<file path="src/rtl/ddr_cmd_sched.sv">
// ---------------------------------------------------------------------------
// ddr_cmd_sched
//
// Read-side consumer of the DDR controller request FIFO. It pops one request
// at a time and runs a closed-page command sequence ACT -> RD/WR -> PRE. A
// periodic REF is slotted in between requests and never pre-empts one.
//
// Ports
//   rclk       FIFO read-domain clock, all logic on posedge
//   rrst       synchronous active-high reset
//   empty      FIFO empty flag
//   fifo_data  FIFO data_out {we, bank, row, col}, valid the cycle after a pop
//   r_en       one-cycle FIFO pop strobe
//   cmd        NOP=0 ACT=1 RD=2 WR=3 PRE=4 REF=5
//   cmd_bank   bank for ACT/RD/WR/PRE, 0 otherwise
//   cmd_addr   row on ACT, zero-extended column on RD/WR, 0 otherwise
//   busy       high whenever the sequencer is not idle
// ---------------------------------------------------------------------------
module ddr_cmd_sched #(
  parameter int BA_W   = 2,
  parameter int ROW_W  = 13,
  parameter int COL_W  = 10,
  parameter int REQ_W  = 1 + BA_W + ROW_W + COL_W,
  parameter int T_RCD  = 3,
  parameter int T_RTP  = 2,
  parameter int T_WR   = 4,
  parameter int T_RP   = 3,
  parameter int T_RFC  = 20,
  parameter int T_REFI = 780
) (
  input  logic             rclk,
  input  logic             rrst,
  input  logic             empty,
  input  logic [REQ_W-1:0] fifo_data,
  output logic             r_en,
  output logic [2:0]       cmd,
  output logic [BA_W-1:0]  cmd_bank,
  output logic [ROW_W-1:0] cmd_addr,
  output logic             busy
);

  localparam int T_M1  = (T_RCD > T_RTP) ? T_RCD : T_RTP;
  localparam int T_M2  = (T_M1 > T_WR) ? T_M1 : T_WR;
  localparam int T_M3  = (T_M2 > T_RP) ? T_M2 : T_RP;
  localparam int T_MAX = (T_M3 > T_RFC) ? T_M3 : T_RFC;
  localparam int WCW   = $clog2(T_MAX) + 1;
  localparam int RFW   = $clog2(T_REFI) + 1;

  // Wait counters are loaded with (cycles - 1) and the state is left when the
  // counter reads zero, so a wait of T-1 cycles loads T-2.
  localparam logic [WCW-1:0] RCD_LD = WCW'(T_RCD - 2);
  localparam logic [WCW-1:0] RTP_LD = WCW'((T_RTP >= 2) ? T_RTP - 2 : 0);
  localparam logic [WCW-1:0] WR_LD  = WCW'((T_WR >= 2) ? T_WR - 2 : 0);
  localparam logic [WCW-1:0] RP_LD  = WCW'(T_RP - 2);
  localparam logic [WCW-1:0] RFC_LD = WCW'(T_RFC - 2);
  // A one-cycle RD->PRE or WR->PRE gap means the W_RW wait is empty.
  localparam bit RTP_SKIP = (T_RTP < 2);
  localparam bit WR_SKIP  = (T_WR < 2);
  localparam logic [RFW-1:0] REFI_LAST = RFW'(T_REFI - 1);

  localparam logic [2:0] CMD_NOP = 3'd0;
  localparam logic [2:0] CMD_ACT = 3'd1;
  localparam logic [2:0] CMD_RD  = 3'd2;
  localparam logic [2:0] CMD_WR  = 3'd3;
  localparam logic [2:0] CMD_PRE = 3'd4;
  localparam logic [2:0] CMD_REF = 3'd5;

  typedef enum logic [3:0] {
    S_IDLE, S_FETCH, S_LATCH, S_ACT, S_W_RCD, S_RW,
    S_W_RW, S_PRE, S_W_RP, S_REF, S_W_RFC
  } state_t;

  state_t             state_reg;
  logic               req_we_reg;
  logic [BA_W-1:0]    req_bank_reg;
  logic [COL_W-1:0]   req_col_reg;
  logic [WCW-1:0]     wcnt_reg;
  logic [RFW-1:0]     refi_reg;
  logic               ref_pend_reg;
  logic               r_en_reg;
  logic [2:0]         cmd_reg;
  logic [BA_W-1:0]    cmd_bank_reg;
  logic [ROW_W-1:0]   cmd_addr_reg;
  logic               busy_reg;

  logic               refi_wrap;
  logic [RFW-1:0]     refi_next;
  logic               wcnt_zero;
  logic [WCW-1:0]     wcnt_next;
  logic [BA_W-1:0]    fd_bank;
  logic [ROW_W-1:0]   fd_row;
  logic [ROW_W-1:0]   req_col_ext;

  assign refi_wrap   = (refi_reg == REFI_LAST);
  assign refi_next   = refi_wrap ? '0 : refi_reg + RFW'(1);
  assign wcnt_zero   = (wcnt_reg == '0);
  assign wcnt_next   = wcnt_reg - WCW'(1);
  assign fd_bank     = fifo_data[COL_W+ROW_W +: BA_W];
  assign fd_row      = fifo_data[COL_W +: ROW_W];
  assign req_col_ext = ROW_W'(req_col_reg);

  assign r_en     = r_en_reg;
  assign cmd      = cmd_reg;
  assign cmd_bank = cmd_bank_reg;
  assign cmd_addr = cmd_addr_reg;
  assign busy     = busy_reg;

  // Outputs are registered alongside the state: each branch drives the
  // command belonging to the state being entered.
  always_ff @(posedge rclk) begin
    if (rrst) begin
      state_reg    <= S_IDLE;
      req_we_reg   <= 1'b0;
      req_bank_reg <= '0;
      req_col_reg  <= '0;
      wcnt_reg     <= '0;
      refi_reg     <= '0;
      ref_pend_reg <= 1'b0;
      r_en_reg     <= 1'b0;
      cmd_reg      <= CMD_NOP;
      cmd_bank_reg <= '0;
      cmd_addr_reg <= '0;
      busy_reg     <= 1'b0;
    end else begin
      refi_reg <= refi_next;
      // Taking the refresh clears the flag; a wrap landing while the flag is
      // still set is absorbed rather than queued.
      if (state_reg == S_IDLE && ref_pend_reg)
        ref_pend_reg <= 1'b0;
      else if (refi_wrap)
        ref_pend_reg <= 1'b1;

      r_en_reg     <= 1'b0;
      cmd_reg      <= CMD_NOP;
      cmd_bank_reg <= '0;
      cmd_addr_reg <= '0;
      busy_reg     <= 1'b1;

      case (state_reg)
        S_IDLE: begin
          if (ref_pend_reg) begin
            state_reg <= S_REF;
            cmd_reg   <= CMD_REF;
          end else if (!empty) begin
            state_reg <= S_FETCH;
            r_en_reg  <= 1'b1;
          end else begin
            busy_reg  <= 1'b0;
          end
        end
        S_FETCH: state_reg <= S_LATCH;
        S_LATCH: begin
          req_we_reg   <= fifo_data[REQ_W-1];
          req_bank_reg <= fd_bank;
          req_col_reg  <= fifo_data[COL_W-1:0];
          state_reg    <= S_ACT;
          cmd_reg      <= CMD_ACT;
          cmd_bank_reg <= fd_bank;
          cmd_addr_reg <= fd_row;
        end
        S_ACT: begin
          state_reg <= S_W_RCD;
          wcnt_reg  <= RCD_LD;
        end
        S_W_RCD: begin
          if (wcnt_zero) begin
            state_reg    <= S_RW;
            cmd_reg      <= req_we_reg ? CMD_WR : CMD_RD;
            cmd_bank_reg <= req_bank_reg;
            cmd_addr_reg <= req_col_ext;
          end else begin
            wcnt_reg <= wcnt_next;
          end
        end
        S_RW: begin
          if (req_we_reg ? WR_SKIP : RTP_SKIP) begin
            state_reg    <= S_PRE;
            cmd_reg      <= CMD_PRE;
            cmd_bank_reg <= req_bank_reg;
          end else begin
            state_reg <= S_W_RW;
            wcnt_reg  <= req_we_reg ? WR_LD : RTP_LD;
          end
        end
        S_W_RW: begin
          if (wcnt_zero) begin
            state_reg    <= S_PRE;
            cmd_reg      <= CMD_PRE;
            cmd_bank_reg <= req_bank_reg;
          end else begin
            wcnt_reg <= wcnt_next;
          end
        end
        S_PRE: begin
          state_reg <= S_W_RP;
          wcnt_reg  <= RP_LD;
        end
        S_W_RP: begin
          if (wcnt_zero) begin
            state_reg <= S_IDLE;
            busy_reg  <= 1'b0;
          end else begin
            wcnt_reg <= wcnt_next;
          end
        end
        S_REF: begin
          state_reg <= S_W_RFC;
          wcnt_reg  <= RFC_LD;
        end
        S_W_RFC: begin
          if (wcnt_zero) begin
            state_reg <= S_IDLE;
            busy_reg  <= 1'b0;
          end else begin
            wcnt_reg <= wcnt_next;
          end
        end
        default: begin
          state_reg <= S_IDLE;
          busy_reg  <= 1'b0;
        end
      endcase
    end
  end

endmodule
</file>
<file path="config.mk">
export PLATFORM = sky130hd
export DESIGN_NAME = ddr_cmd_sched
export DESIGN_NICKNAME = d
export VERILOG_FILES = /design/src/rtl/ddr_cmd_sched.sv
export SDC_FILE = /design/constraint.sdc
export NUM_CORES = 1
export LEC_CHECK = 0
export BUFFER_PORTS_ARGS = -buffer_cell sky130_fd_sc_hd__buf_2
export CAP_MARGIN = 20
export CORE_MARGIN = 2
export CORE_UTILIZATION = 50
export DETAILED_ROUTE_END_ITERATION = 10
export GPL_ROUTABILITY_DRIVEN = 0
export PLACE_DENSITY = 0.74
export SETUP_SLACK_MARGIN = 0.3
export SLEW_MARGIN = 20
export SYNTH_ARGS = -nofsm -noshare
export SYNTH_HDL_FRONTEND = slang
export SYNTH_SLANG_ARGS = --single-unit
</file>
<file path="constraint.sdc">
create_clock -name rclk -period 2.6 [get_ports rclk]
set_clock_uncertainty 0.15 [all_clocks]
set_input_delay 0.52 -clock rclk [delete_from_list [all_inputs] [get_ports rclk]]
set_output_delay 0.52 -clock rclk [all_outputs]
set_load 0.05 [all_outputs]
</file>
==> impl_metrics.toml <==
[drt]
dr.pass1.iters = 4
wl_per_cell_um = 12.92
vias = 2026
viasPerCell = 5.566
wl_um = 4704
drc_errors = 0
ant_nets = 0
drt_iter0_drc = 117

[sta]
period_needed_ps = 2198
fin_tns_setup_ps = 0
final-setup-viol-count = 0
post-route-period-util_pct = 84.55
grt_setup_unrepaired = "no"
tightest_slew_ps = 678.2
finalHoldViolCount = 0
hold_slack_ps = 219.6
slew_violations = 0
max_freq_mhz = 454.9
slew_headroom_pct = 54.72

[placement]
portBuffers = 48
dp_hpwl_um = 3223
dp.cells = 356

[finish]
largest_reg_flops = 13
fillers = 427
drive_above_1_share_pct = 20.51
diodes = 0
area_growth_pct = 14.91
final_util_pct = 60.06
fin_cells = 364
nets = 342

[logic_synthesis]
synth_seq_cells = 55
syn_nets = 301
synthTopCellsByArea = "dfxtp_1 (48%), nand2_1 (6.3%), nor2_1 (5.9%)"
yosysWarnings = 0
yosysUniqueCellTypes = 43
synth_top_area_share_pct = 47.72
synth_area_leader_cell = "dfxtp_1"
ys.flop_type = "dfxtp_1"
syn_area_mm2 = 0.002307
synth_cells = 270
synthArstFlopShare_pct = 0
synth-seq-area-share_pct = 47.72
syn-mean-instance-area_um2 = 8.545
synth_edf_count = 0

[clocking]
htreeDepth = 2
tritoncts = "built"
cts_buffer_depth = 2
cts_root_buffer = "clkbuf_8"
clock_latency_ps = 310
hold_buffers = 0
cts_setup_buffers = 0
clk_pin_slew_ps = 100
cts.sinks = 55
post_cts_resized = 0
cts_buffers = 5

[die]
die_area_mm2 = 0.005174
num_io_pins = 49
num_rows = 24
die_x_um = 71.93
start_util_pct = 52.27
core_mm2 = 0.004414
die_height_um = 71.93

[power_and_ir_drop]
leakagePower_nw = 1.023
p_per_area_mw_per_mm2 = 697.4
ir_worst_vdd_mv = 0.3602

[grt]
grt_usage_pct = 18.84
grt_max_degree = 31
antenna_found_initial = 0
grt_pass1_wl_um = 7748
grt_overflow_total = 0
grt_pass1_vias = 1736

[worst_hold_path]
hold_path_class = "input port to register"
hold_depth = 2

[setup_path]
timing.rr.start = "wcnt_reg[0]$_SDFFE_PP0P_"
crit_type = "register to register"
rr_endpoint = "wcnt_reg[0]$_SDFFE_PP0P_"
cp.depth = 6
cp_top_family = "compound AO/OA/AOI/OAI gates"
cp.arrival_ps = 2250
crit_required_ps = 2650
critPathBufInv = 1
critPathCapture = "wcnt_reg[0]$_SDFFE_PP0P_"
crit_start = "wcnt_reg[0]$_SDFFE_PP0P_"
cp_max_fo = 6
start_kind = "register"
rr_worst_depth = 6
path_cells = "inv_1 > ha_1 > or4b_1 > o211ai_2 > a21oi_1 > o32a_1"
end_kind = "register"
slowest_delay_ps = 600
critPathSlowestCell = "or4b_1"
rrSetupSlack_ps = 400

[run_status]
status = "finished clean"

[job]
max_cap_violations = 0
-- area by class of cell --
cell class / count / area, um^2 / area share, %
flip-flops and latches: 55 / 1101 / 41.53
multi-input cells: 190 / 1096 / 41.34
clock inverters: 3 / 27.53 / 1.038
inverters: 8 / 30.03 / 1.133
repair buffers: 51 / 262.8 / 9.910
clock buffers: 5 / 68.82 / 2.596
well taps: 52 / 65.06 / 2.454
-- how the worst min path moves through the flow --
stage	end	from
3_5_place_dp	refi_reg[0]$_SDFF_PP0_	refi_reg[0]$_SDFF_PP0_
5_1_grt	r_en$_SDFF_PP0_	empty
6_report	r_en$_SDFF_PP0_	empty
4_1_cts	r_en$_SDFF_PP0_	empty
3_3_place_gp	refi_reg[0]$_SDFF_PP0_	refi_reg[0]$_SDFF_PP0_
2_1_floorplan	refi_reg[0]$_SDFF_PP0_	refi_reg[0]$_SDFF_PP0_
-- per-layer routing --
metal,part of all wire (%),GRT usage [%]
met1,45,23.38
met2,46,30.86
met3,7.0,4.861
met4,2.0,8.595
met5,0,0
-- per-stage QoR --
stage / worst slack (ps) / power [mW] / area [um^2]
after floorplan: 676.8 / 1.281 / 2307
after global placement: 543.6 / 1.364 / 2555
after detailed placement: 468.9 / 1.374 / 2555
after CTS: 427.1 / 1.869 / 2651
after global routing: 319.3 / 1.948 / 2651
final: 401.7 / 1.849 / 2651
-- power by group --
part           internal (mW)  total (mW)  switching (mW)
clock network          0.198       0.488           0.290
logic                  0.147       0.416           0.269
registers              0.894       0.945          0.0506
total                   1.24        1.85           0.610
-- synth_stat cells (3+ instances only) --
cell / count
a211oi_1: 3
a21oi_1: 20
a22oi_1: 11
a31oi_1: 4
and2_1: 3
buf_2: 7
clkbuf_1: 8
dfxtp_1: 55
inv_1: 8
nand2_1: 39
nand3_1: 7
nor2_1: 36
nor2b_1: 3
nor3_1: 8
nor4_1: 4
nor4b_1: 3
o21ai_0: 6
or3_1: 5
xnor2_1: 10
xor2_1: 3
-- cells in the final DEF (no fill, tap or decap), drive strengths merged, types with 4 or more instances in the layout --
| cell | netlist | layout |
|---|---|---|
| nand2 | 39 | 39 |
| nor2 | 36 | 36 |
| clkbuf | 8 | 5 |
| o21ai | 6 | 6 |
| nor3 | 9 | 9 |
| nand3 | 7 | 7 |
| or3 | 5 | 5 |
| a22oi | 11 | 11 |
| nor4 | 5 | 5 |
| xnor2 | 10 | 10 |
| a31oi | 4 | 4 |
| inv | 8 | 9 |
| dfxtp | 55 | 55 |
| a21oi | 20 | 20 |
| buf | 9 | 51 |
-- worst register-to-register path, cell delays in order (launching register included) --
cell      delay, ps
dfxtp_1         330
inv_1           150
ha_1            220
or4b_1          600
o211ai_2        220
a21oi_1         100
o32a_1          320
-- kinds of logic (layout without fill, tap and decap cells) --
group | count (synthesis) | after routing | share of synthesized area (%)
AOI/OAI and AO/OA | 57 | 57 | 16.22
xor gates and xnor gates | 13 | 13 | 4.935
adders and majority gates | 3 | 3 | 1.518
buffers and inverters | 25 | 67 | 4.772
DFF | 55 | 55 | 47.72
muxes | 1 | 1 | 0.4880
and+or+nand+nor | 116 | 116 | 24.35
Power figures use the tool's default switching activity.
